--- config.mk ---
export PLATFORM = sky130hd
export DESIGN_NAME = booth_op_sequencer
export DESIGN_NICKNAME = d
export VERILOG_FILES = /design/src/rtl/booth_op_sequencer.sv
export SDC_FILE = /design/constraint.sdc
export NUM_CORES = 1
export LEC_CHECK = 0
export CORE_ASPECT_RATIO = 0.7
export CORE_MARGIN = 2
export CORE_UTILIZATION = 40
export DETAILED_ROUTE_END_ITERATION = 8
export PLACE_DENSITY = 0.73
export SLEW_MARGIN = 20
export SYNTH_ARGS = -nofsm -noshare
export SYNTH_HDL_FRONTEND = slang
export SYNTH_SLANG_ARGS = --single-unit
--- constraint.sdc ---
create_clock -name clk -period 2.6 [get_ports clk]
set_input_delay 0.52 -clock clk [delete_from_list [all_inputs] [get_ports clk]]
set_output_delay 0.52 -clock clk [all_outputs]
set_load 0.03 [all_outputs]
--- src/rtl/booth_op_sequencer.sv ---
// Booth operation sequencer: queues signed 16-bit operand pairs in a 2-entry FIFO,
// feeds each pair to a serial Booth multiplier core over a shared operand bus,
// waits (with timeout) for the core to finish and hands the product downstream.
module booth_op_sequencer #(
    parameter int unsigned TIMEOUT = 48
) (
    input  logic        clk,
    input  logic        rst,
    input  logic        in_valid,
    output logic        in_ready,
    input  logic [15:0] in_a,
    input  logic [15:0] in_b,
    output logic        mul_start,
    output logic [15:0] mul_data,
    input  logic        mul_done,
    input  logic [31:0] mul_result,
    output logic        mul_restart,
    output logic        out_valid,
    input  logic        out_ready,
    output logic [31:0] out_product,
    output logic        out_err
);

    // Counter only has to reach TIMEOUT-1.
    localparam int unsigned CntW = (TIMEOUT > 1) ? $clog2(TIMEOUT) : 1;

    typedef enum logic [2:0] {
        StIdle,
        StStart,
        StLdM,
        StLdQ,
        StWait,
        StOut,
        StRestart
    } state_e;

    state_e          state_q, state_d;
    logic [15:0]     a_q, a_d;
    logic [15:0]     b_q, b_d;
    logic [CntW-1:0] cnt_q, cnt_d;
    logic [31:0]     product_q, product_d;
    logic            err_q, err_d;

    // Operand FIFO: each entry is {a, b}.
    logic [31:0] fifo_mem_q [2];
    logic        wr_ptr_q;
    logic        rd_ptr_q;
    logic [1:0]  count_q;
    logic        fifo_full;
    logic        fifo_empty;
    logic        push;
    logic        pop;

    assign fifo_full  = (count_q == 2'd2);
    assign fifo_empty = (count_q == 2'd0);
    assign in_ready   = !fifo_full && !rst;
    assign push       = in_valid && in_ready;
    // Pops are decided on the registered count, so a pair pushed this cycle waits one cycle.
    assign pop        = (state_q == StIdle) && !fifo_empty;

    // FIFO storage; contents need no reset since count gates every read.
    always_ff @(posedge clk) begin
        if (push) begin
            fifo_mem_q[wr_ptr_q] <= {in_a, in_b};
        end
    end

    // FIFO pointers and occupancy.
    always_ff @(posedge clk) begin
        if (rst) begin
            wr_ptr_q <= 1'b0;
            rd_ptr_q <= 1'b0;
            count_q  <= 2'd0;
        end else begin
            if (push) begin
                wr_ptr_q <= ~wr_ptr_q;
            end
            if (pop) begin
                rd_ptr_q <= ~rd_ptr_q;
            end
            unique case ({push, pop})
                2'b10:   count_q <= count_q + 2'd1;
                2'b01:   count_q <= count_q - 2'd1;
                default: count_q <= count_q;
            endcase
        end
    end

    // Sequencer state and job datapath registers.
    always_ff @(posedge clk) begin
        if (rst) begin
            state_q   <= StIdle;
            a_q       <= '0;
            b_q       <= '0;
            cnt_q     <= '0;
            product_q <= '0;
            err_q     <= 1'b0;
        end else begin
            state_q   <= state_d;
            a_q       <= a_d;
            b_q       <= b_d;
            cnt_q     <= cnt_d;
            product_q <= product_d;
            err_q     <= err_d;
        end
    end

    // Next-state logic: operand load, core handshake, timeout and result capture.
    always_comb begin
        state_d   = state_q;
        a_d       = a_q;
        b_d       = b_q;
        cnt_d     = cnt_q;
        product_d = product_q;
        err_d     = err_q;
        unique case (state_q)
            StIdle: begin
                if (!fifo_empty) begin
                    {a_d, b_d} = fifo_mem_q[rd_ptr_q];
                    state_d    = StStart;
                end
            end
            StStart: state_d = StLdM;
            StLdM:   state_d = StLdQ;
            StLdQ: begin
                cnt_d   = '0;
                state_d = StWait;
            end
            StWait: begin
                cnt_d = cnt_q + 1'b1;
                // A done flag on the last allowed cycle still counts as a valid result.
                if (mul_done) begin
                    product_d = mul_result;
                    err_d     = 1'b0;
                    state_d   = StOut;
                end else if (cnt_q == CntW'(TIMEOUT - 1)) begin
                    product_d = '0;
                    err_d     = 1'b1;
                    state_d   = StOut;
                end
            end
            StOut: begin
                if (out_ready) begin
                    state_d = StRestart;
                end
            end
            StRestart: state_d = StIdle;
            default:   state_d = StIdle;
        endcase
    end

    // Core-facing and downstream outputs; reset overrides them immediately.
    always_comb begin
        mul_start   = 1'b0;
        mul_data    = '0;
        mul_restart = 1'b0;
        out_valid   = 1'b0;
        unique case (state_q)
            StStart: begin
                mul_start = 1'b1;
                mul_data  = a_q;
            end
            StLdM:     mul_data    = a_q;
            StLdQ:     mul_data    = b_q;
            StOut:     out_valid   = 1'b1;
            StRestart: mul_restart = 1'b1;
            default:   ;
        endcase
        if (rst) begin
            mul_start   = 1'b0;
            mul_data    = '0;
            out_valid   = 1'b0;
            mul_restart = 1'b1;
        end
    end

    assign out_product = rst ? 32'd0 : product_q;
    assign out_err     = !rst && err_q;

endmodule

==> metrics.csv, run 1 <==
stage,metric,value,unit
timing,RSZ-0062 raised after global routing,no,
synth,"EDFF count, synth",64,
timing,setup TNS,0,ps
finish,P&R area growth vs syn,32.2,%
route,vias post-DR,4753,
route,DR iter-0 viols,386,
worst_setup_path,crit path max fanout,17,
die,Vert. Die Dim,106,um
route,drt pass-1 iters,5,
worst_setup_path,"slowest stage cell, crit path",dfxtp_1,
synth,synthesized area,0.00597,mm2
die,core region area,0.0146,mm2
worst_setup_path,worst path bufs/invs,2,
synth,Main synth FF type,dfxtp_1,
synth,Yosys reg bits,142,
synth,post-synthesis sequential area ratio,0.584,
grt,gr usage total,0.189,
timing,final hold violation count,0,
clock_tree,Clock Pin Slew Worst Setup and Hold Paths,60,ps
finish,Multi-input gate area,0.00225,mm2
synth,asr flop ratio synth,0,
worst_setup_path,Worst R2R Path Depth,4,
die,# IOs,122,
place,Post-DP HPWL,9700,um
synth,Synth Instances,529,
worst_hold_path,Hold Path Class,flop to flop,
finish,final core utilization,0.539,
synth,Cell variety after synth,44,
grt,number of global-route vias before repair,4605,
timing,FMAX,413,MHz
grt,initial antenna violation count,0,
worst_setup_path,Worst EP required,2080,ps
timing,Slew Limit Fails,0,
synth,syn nets,600,
timing,Setup Skew,7.86,ps
worst_setup_path,WP depth,5,
worst_setup_path,"delay-heaviest family, CP",flip-flops,
flow_run,Max Cap Viol,0,
finish,register area,0.00349,mm2
worst_setup_path,Critical Path Max Stage Delay,630,ps
timing,Setup-failing EPs final,0,
worst_setup_path,Startpoint Class,flop,
timing,Worst-Margin Slew,622,ps
worst_setup_path,crit end category,output pin,
clock_tree,postcts setup bufs,0,
grt,first-pass GRT wire length,23800,um
power,P_leak,2.80,nW
finish,share of layout cells above drive strength 1,0.121,
finish,number of diodes,0,
route,Antenna Nets Post-Route,0,
grt,global route overflow,0,
synth,synth warn,0,
clock_tree,CTS tree,done,
place,port bufs,121,
worst_setup_path,CP cell instances,and3b_1 -> buf_4 -> a32oi_1 -> nor2_1 -> buf_4,
worst_setup_path,Critical Path Most Common Cell,buf_4,
die,Die ar.,0.0159,mm2
finish,Final #Nets,704,
clock_tree,Sink Count,142,
route,routed wire length,14900,um
worst_setup_path,r2r startpoint,state_q[0],
finish,"Design Area, Final",0.00789,mm2
run_status,outcome,"complete, no violations",
die,site row count,37,
worst_setup_path,data arrival time of the critical path,1900,ps
die,Die Width,150,um
clock_tree,Root Buffer,clkbuf_16,
worst_setup_path,crit path to,mul_data[9],
route,drt drc,0,
timing,worst rel slew slack,0.585,
clock_tree,H-tree depth,4,
worst_setup_path,r2r setup slk,660,ps
clock_tree,TritonCTS Buffers,17,
power,worst vdd ir,0.603,mV
die,initial core utilization,0.408,
place,gpl congestion,0.817,
worst_setup_path,crit path from,state_q[1],
timing,"Period Utilization, post-route",0.932,
finish,fillers,1295,
worst_setup_path,Worst R2R End,cnt_q[5],
worst_setup_path,kind of critical path,flop to output pin,
synth,post-synthesis area per instance,11.3,um2
clock_tree,deepest clock path buffer count,2,
timing,min Tclk post-route,2420,ps
route,Avg Vias per Cell,5.65,
clock_tree,clk_lat worst skew,410,ps
route,drt wl/cell,17.7,um
grt,largest net degree at the start of global routing,57,
place,dpl cell area,0.00732,mm2
power,Power per Cell Area,944,mW/mm2
sequential cells by signal (all words and copies together), names as in the netlist:
signal	flops
count_q	2
fifo_mem_q	64
err_q	1
a_q	16
state_q	3
product_q	32
rd_ptr_q	1
wr_ptr_q	1
b_q	16
cnt_q	6
area by class of cell:
cell class                      count  area share
Sequential cell                   142       0.442
Multi-Input combinational cell    326       0.285
Timing Repair Buffer              138       0.166
Clock buffer                       17      0.0539
Tap cell                          195      0.0309
Clock inverter                     15      0.0187
Inverter                            8     0.00381
worst min path at each step:
stage                     start     to  slack [ps]  cells past startpoint
after floorplan           err_q  err_q         430                      1
after global placement    err_q  err_q         440                      1
after detailed placement  err_q  err_q         460                      1
after CTS                 err_q  err_q         470                      1
after global routing      err_q  err_q         490                      1
final                     err_q  err_q         480                      1
cell usage after synthesis (3+ instances only):
cell type  count  share of area
a211oi_1      32          0.040
a21oi_1       41          0.034
a32oi_1       48          0.070
buf_2         15          0.013
clkbuf_1      35          0.022
dfxtp_1       78           0.26
edfxtp_1      64           0.32
inv_1          6         0.0038
mux2i_1       32          0.054
nand2_1       36          0.023
nand2b_1       3         0.0031
nand3_1        4         0.0034
nor2_1        23          0.014
nor2b_1       34          0.036
o211ai_1      33          0.042
or3_1          4         0.0042
or4_1          3         0.0038
worst reg2reg max path: cells and delay by family, from the launching register on:
kind / cells / cell delay [ps]
and+or+nand+nor: 2 / 1150
DFF: 1 / 380
buffers and inverters: 1 / 210
AOI/OAI and AO/OA: 1 / 150
report_power, final:
group,internal [mW],total [mW],switching (mW)
clock,1.35,2.35,1.00
combinational,0.840,2.06,1.22
sequential,2.73,3.04,0.312
cell usage in the layout, fill, tap and decap left out, types with 2 or more instances in the layout:
master and instances:
a211oi_1 32, a21oi_1 41, a311oi_1 2, a31oi_1 2, a32oi_1 48, and2_1 2
buf_12 2, buf_4 35, clkbuf_16 17, clkdlybuf4s50_1 100, clkinv_1 3, clkinv_4 3
dfxtp_1 76, dfxtp_2 2, edfxtp_1 64, ha_1 2, inv_1 6, inv_6 6
inv_8 2, mux2i_1 32, nand2_1 36, nand2b_1 3, nand3_1 4, nand3b_1 2
nor2_1 22, nor2b_1 34, o211ai_1 33, o21ai_0 2, o311ai_0 2, o31ai_1 2
or3_1 4, or4_1 3, xor2_1 2
metrics by stage:
step | instances | hold slack (ps) | total power, mW | worst slack (ps)
floorplan | 529 | 433 | 4.47 | 224
global placement | 809 | 438 | 5.04 | 301
detailed placement | 809 | 457 | 5.12 | 245
CTS | 841 | 474 | 7.49 | 109
global route | 841 | 489 | 7.85 | 9.03
finish | 841 | 476 | 7.45 | 176
what timing repair did:
| item | in CTS | in global routing |
|---|---|---|
| hold buffers | 0 | 0 |
| gates resized for setup | 0 | 1 |
| endpoints found under the setup margin | 0 | 9 |
kinds of logic (layout without fill, tap and decap cells):
kind of cell,Yosys count,in the layout,synth area share
AOI/OAI and AO/OA,168,168,0.205
xor gates and xnor gates,3,3,0.00440
adders and majority gates,2,2,0.00419
buffers and inverters,61,178,0.0434
DFF,142,142,0.584
muxes,32,32,0.0537
and+or+nand+nor,121,121,0.106
layer usage:
metal	part of all wire	GRT usage	vias up
li1	-	-	2238
met1	0.46	0.272	2332
met2	0.47	0.285	165
met3	0.060	0.0352	18
met4	0.016	0.0694	0
met5	0	0	-
Note: power is estimated with default switching activity, not from simulation.
==> run 2: changes to the inputs <==
- clock period: 2.6 -> 3.11 ns (I/O delays scaled with it)
==> run 2 against run 1 <==
Effect of this change:
- flip-flop and latch count stayed put
- combinational power is 18% lower
- final area is 0.84% higher
- clock power is 8% lower
- critical path type unchanged
- worst hold slack worse by 7.1 ps
- final cell count is 0.24% lower
- worst setup slack better by 82 ps
- routed wire length is 0.34% lower
- count of clock-buffer cells in the layout is 1 higher
- clock skew is 4.7 ps higher
- register-to-register slack better by 520 ps
- sequential share of layout area is 0.35 points lower
==> metrics.csv, run 2 (synthesis gave the netlist of run 1 again) <==
stage,metric,value,unit
grt,global route overflow,0,
route,Antenna Nets Post-Route,0,
route,Avg Vias per Cell,5.60,
finish,register area,0.00349,mm2
timing,RSZ-0062 raised after global routing,no,
grt,number of global-route vias before repair,4370,
route,vias post-DR,4702,
power,Power per Cell Area,810,mW/mm2
finish,"commonest non-fill, non-tap cell in the layout",clkdlybuf4s50_1,
route,routed wire length,14900,um
timing,hold slack,469,ps
clock_tree,H-tree depth,4,
run_status,outcome,"complete, no violations",
finish,Final #Nets,703,
route,drt drc,0,
worst_setup_path,data arrival time of the critical path,2230,ps
clock_tree,deepest clock path buffer count,2,
die,Die ar.,0.0159,mm2
grt,largest net degree at the start of global routing,41,
timing,Worst-Margin Slew,1090,ps
timing,Slew Limit Fails,0,
finish,Top Registers,"fifo_mem_q (64), product_q (32)",
die,Die Width,150,um
power,P_leak,2.79,nW
worst_setup_path,Startpoint Class,flop,
die,# IOs,122,
timing,Setup-failing EPs final,0,
timing,FMAX,351,MHz
clock_tree,Clock Pin Slew Worst Setup and Hold Paths,60,ps
finish,Largest register FFs,64,
die,site row count,37,
worst_hold_path,Hold Path Class,flop to flop,
finish,fillers,1259,
worst_setup_path,kind of critical path,flop to output pin,
clock_tree,TritonCTS Buffers,17,
finish,most frequent cells in the layout,"clkdlybuf4s50_1 (114), dfxtp_1 (75), edfxtp_1 (64), a32oi_1 (48), a21oi_1 (41)",
route,DR iter-0 viols,367,
worst_setup_path,crit path max fanout,16,
timing,min Tclk post-route,2850,ps
finish,final core utilization,0.544,
finish,number of diodes,0,
place,Post-DP HPWL,9870,um
clock_tree,Sink Count,142,
grt,first-pass GRT wire length,23500,um
timing,setup TNS,0,ps
timing,"Period Utilization, post-route",0.917,
clock_tree,CTS tree,done,
worst_setup_path,Worst EP required,2490,ps
flow_run,Max Cap Viol,0,
place,gpl congestion,0.795,
clock_tree,clk_lat worst skew,410,ps
grt,gr usage total,0.189,
finish,P&R area growth vs syn,33.4,%
route,drt pass-1 iters,5,
finish,share of layout cells above drive strength 1,0.0978,
die,core region area,0.0146,mm2
finish,Multi-input gate area,0.00225,mm2
finish,largest reg by FF count,fifo_mem_q,
timing,final hold violation count,0,
grt,initial antenna violation count,1,
die,initial core utilization,0.408,
power,Power Total,6.45,mW
worst_setup_path,crit end category,output pin,
power,worst vdd ir,0.456,mV
timing,worst rel slew slack,0.276,
timing,Setup Skew,12.6,ps
place,port bufs,121,
route,drt wl/cell,17.7,um
die,Vert. Die Dim,106,um
clock_tree,Root Buffer,clkbuf_16,
[run 2: per-stage QoR]
step | std cells | instance area (um2) | setup WS, ps
2_1_floorplan | 529 | 5970 | 310
3_3_place_gp | 808 | 7320 | 504
3_5_place_dp | 808 | 7320 | 384
4_1_cts | 839 | 7960 | 78.0
5_1_grt | 839 | 7960 | 133
6_report | 839 | 7960 | 258
[run 2: cell type report]
type | count | area share
Multi-Input combinational cell | 326 | 0.283
Clock inverter | 13 | 0.0259
Tap cell | 195 | 0.0307
Clock buffer | 18 | 0.0539
Inverter | 8 | 0.00377
Sequential cell | 142 | 0.438
Timing Repair Buffer | 137 | 0.165
[run 2: routing by layer]
metal  vias up  wire [um]  global-route usage
li1       2245          -                   -
met1      2309       7110               0.276
met2       133       6690               0.277
met3        13        872              0.0476
met4         2        164              0.0573
met5         -         13                   0
[run 2: critical path: stages, from the launching register on]
cell and delay, ps:
dfxtp_2 480, xor2_1 170, buf_4 230, a32oi_1 130
nor2_1 110, clkdlybuf4s50_1 690
[run 2: final timing paths]
path	from	end	slack (ps)	cells after the start
min reg2reg	err_q	err_q	470	1
max reg2reg	state_q[0]	count_q[1]	1180	6
max	state_q[1]	mul_data[11]	260	5
min	err_q	err_q	470	1
[run 2: what timing repair did]
item                                    in CTS  in global routing
resized for setup                            1                  2
endpoints found under the setup margin      13                 13
hold buffers                                 0                  0
setup buffers                                0                  0
[run 2: report_power, final]
| group | switching [mW] | internal [mW] |
|---|---|---|
| Combinational | 0.977 | 0.701 |
| Clock | 0.794 | 1.36 |
| Sequential | 0.329 | 2.29 |
| Total | 2.10 | 4.35 |
==> run 3: changes to the inputs <==
- CTS_BUF_LIST: unset -> sky130_fd_sc_hd__clkbuf_2 sky130_fd_sc_hd__clkbuf_4 sky130_fd_sc_hd__clkbuf_8
- HOLD_SLACK_MARGIN: unset -> 0.05
==> run 3 against run 2 <==
Effect of this change:
- via count shrank 0.26%
- maximum frequency down 1.2%
- count of clock-buffer cells in the layout unchanged
- worst hold slack gained 5.2 ps
- first-iteration DRC count fell by 16%
- utilization fell by 1.3 points
- sequential share of layout area is 1.1 points higher
- combinational power is essentially flat
- critical path depth is the same
- routed wire length decreased by 0.75%
- worst setup slack got worse by 33 ps
==> metrics.csv, run 3 (synthesis gave the netlist of run 1 again) <==
stage,metric,value,unit
finish,number of diodes,0,
worst_setup_path,Startpoint Class,flop,
route,Antenna Nets Post-Route,0,
clock_tree,Root Buffer,clkbuf_8,
timing,min Tclk post-route,2890,ps
finish,Top Registers,"fifo_mem_q (64), product_q (32)",
place,dpl cell area,0.00732,mm2
worst_setup_path,crit path max fanout,16,
grt,initial antenna violation count,1,
clock_tree,TritonCTS Buffers,17,
clock_tree,Clock Pin Slew Worst Setup and Hold Paths,80,ps
worst_setup_path,r2r setup slk,1160,ps
timing,RSZ-0062 raised after global routing,no,
power,P_leak,2.71,nW
die,# IOs,122,
route,drt wl/cell,17.6,um
clock_tree,deepest clock path buffer count,2,
place,gpl congestion,0.795,
flow_run,Max Cap Viol,0,
timing,FMAX,347,MHz
worst_setup_path,Worst EP required,2490,ps
power,Power Total,5.92,mW
finish,"Design Area, Final",0.00777,mm2
worst_setup_path,crit end category,output pin,
grt,first-pass GRT wire length,23200,um
finish,largest reg by FF count,fifo_mem_q,
timing,Slew Limit Fails,0,
die,initial core utilization,0.408,
clock_tree,H-tree depth,4,
timing,final hold violation count,0,
finish,share of layout cells above drive strength 1,0.0994,
die,Vert. Die Dim,106,um
route,drt drc,0,
finish,most frequent cells in the layout,"clkdlybuf4s50_1 (114), dfxtp_1 (75), edfxtp_1 (64), a32oi_1 (48), a21oi_1 (41)",
die,Die Width,150,um
clock_tree,clk_lat worst skew,440,ps
power,Power per Cell Area,761,mW/mm2
worst_hold_path,Hold Path Class,flop to flop,
timing,Setup Skew,15.3,ps
route,vias post-DR,4690,
clock_tree,CTS Hold Bufs,0,
die,Die ar.,0.0159,mm2
power,worst vdd ir,0.467,mV
place,Post-DP HPWL,9870,um
route,Avg Vias per Cell,5.59,
place,port bufs,121,
finish,"commonest non-fill, non-tap cell in the layout",clkdlybuf4s50_1,
timing,Setup-failing EPs final,0,
finish,Layout Cells excl Fill,839,
timing,hold slack,474,ps
finish,Final #Nets,703,
timing,worst rel slew slack,0.266,
grt,gr usage total,0.187,
timing,Worst-Margin Slew,1100,ps
clock_tree,Sink Count,142,
timing,setup TNS,0,ps
finish,P&R area growth vs syn,30.2,%
route,drt pass-1 iters,5,
grt,largest net degree at the start of global routing,41,
timing,final worst setup slack,225,ps
clock_tree,CTS tree,done,
finish,Largest register FFs,64,
grt,global route overflow,0,
place,dpl cells,808,
timing,"Period Utilization, post-route",0.928,
route,routed wire length,14700,um
finish,final core utilization,0.531,
grt,number of global-route vias before repair,4342,
place,pre-CTS setup slack,384,ps
run_status,outcome,"complete, no violations",
die,site row count,37,
worst_setup_path,data arrival time of the critical path,2260,ps
route,DR iter-0 viols,309,
die,core region area,0.0146,mm2
worst_setup_path,kind of critical path,flop to output pin,
==> run 3: cell types whose count changed in the layout (fill, tap and decap cells not counted) <==
cell and delta:
clkbuf_4 +1, clkbuf_1 -1, clkbuf_8 +17, clkbuf_16 -17
==> run 3: worst max-delay path: stages (launching register included) <==
cell	delay, ps
dfxtp_2	490
xor2_1	170
buf_4	220
a32oi_1	130
nor2_1	120
clkdlybuf4s50_1	690
==> run 3: area by class of cell <==
type | count | area, um2
fillers | 1280 | 6860
flip-flops and latches | 142 | 3490
multi-input cells | 326 | 2250
repair buffers | 137 | 1310
well taps | 195 | 244
clock buffers | 18 | 241
clock inverters | 13 | 206
inverters | 8 | 30.0
==> run 3: timing repair <==
| action | 4_1_cts | 5_1_grt |
|---|---|---|
| cloned | 0 | 0 |
| buffers inserted | 0 | 0 |
| resized for setup | 1 | 2 |
| endpoints found under the setup margin | 13 | 13 |
==> run 3: final timing paths <==
| check | from | to | cells after the start |
|---|---|---|---|
| worst max-delay path | state_q[1] | mul_data[11] | 5 |
| worst min-delay path | err_q | err_q | 1 |
| worst max register to register | state_q[0] | count_q[1] | 6 |
| worst min register to register | err_q | err_q | 1 |
==> run 3: metal layers <==
layer | wire, um | global-route usage | vias up
li1 | - | - | 2235
met1 | 6990 | 0.272 | 2289
met2 | 6650 | 0.276 | 150
met3 | 952 | 0.0532 | 14
met4 | 129 | 0.0451 | 2
met5 | 13 | 0 | -
==> run 3: where the power goes <==
| part | leakage, nW | switching, mW | total, mW | internal, mW |
|---|---|---|---|---|
| sequential | 1.22 | 0.329 | 2.61 | 2.28 |
| combinational | 1.26 | 0.962 | 1.66 | 0.701 |
| clock | 0.227 | 0.739 | 1.64 | 0.903 |
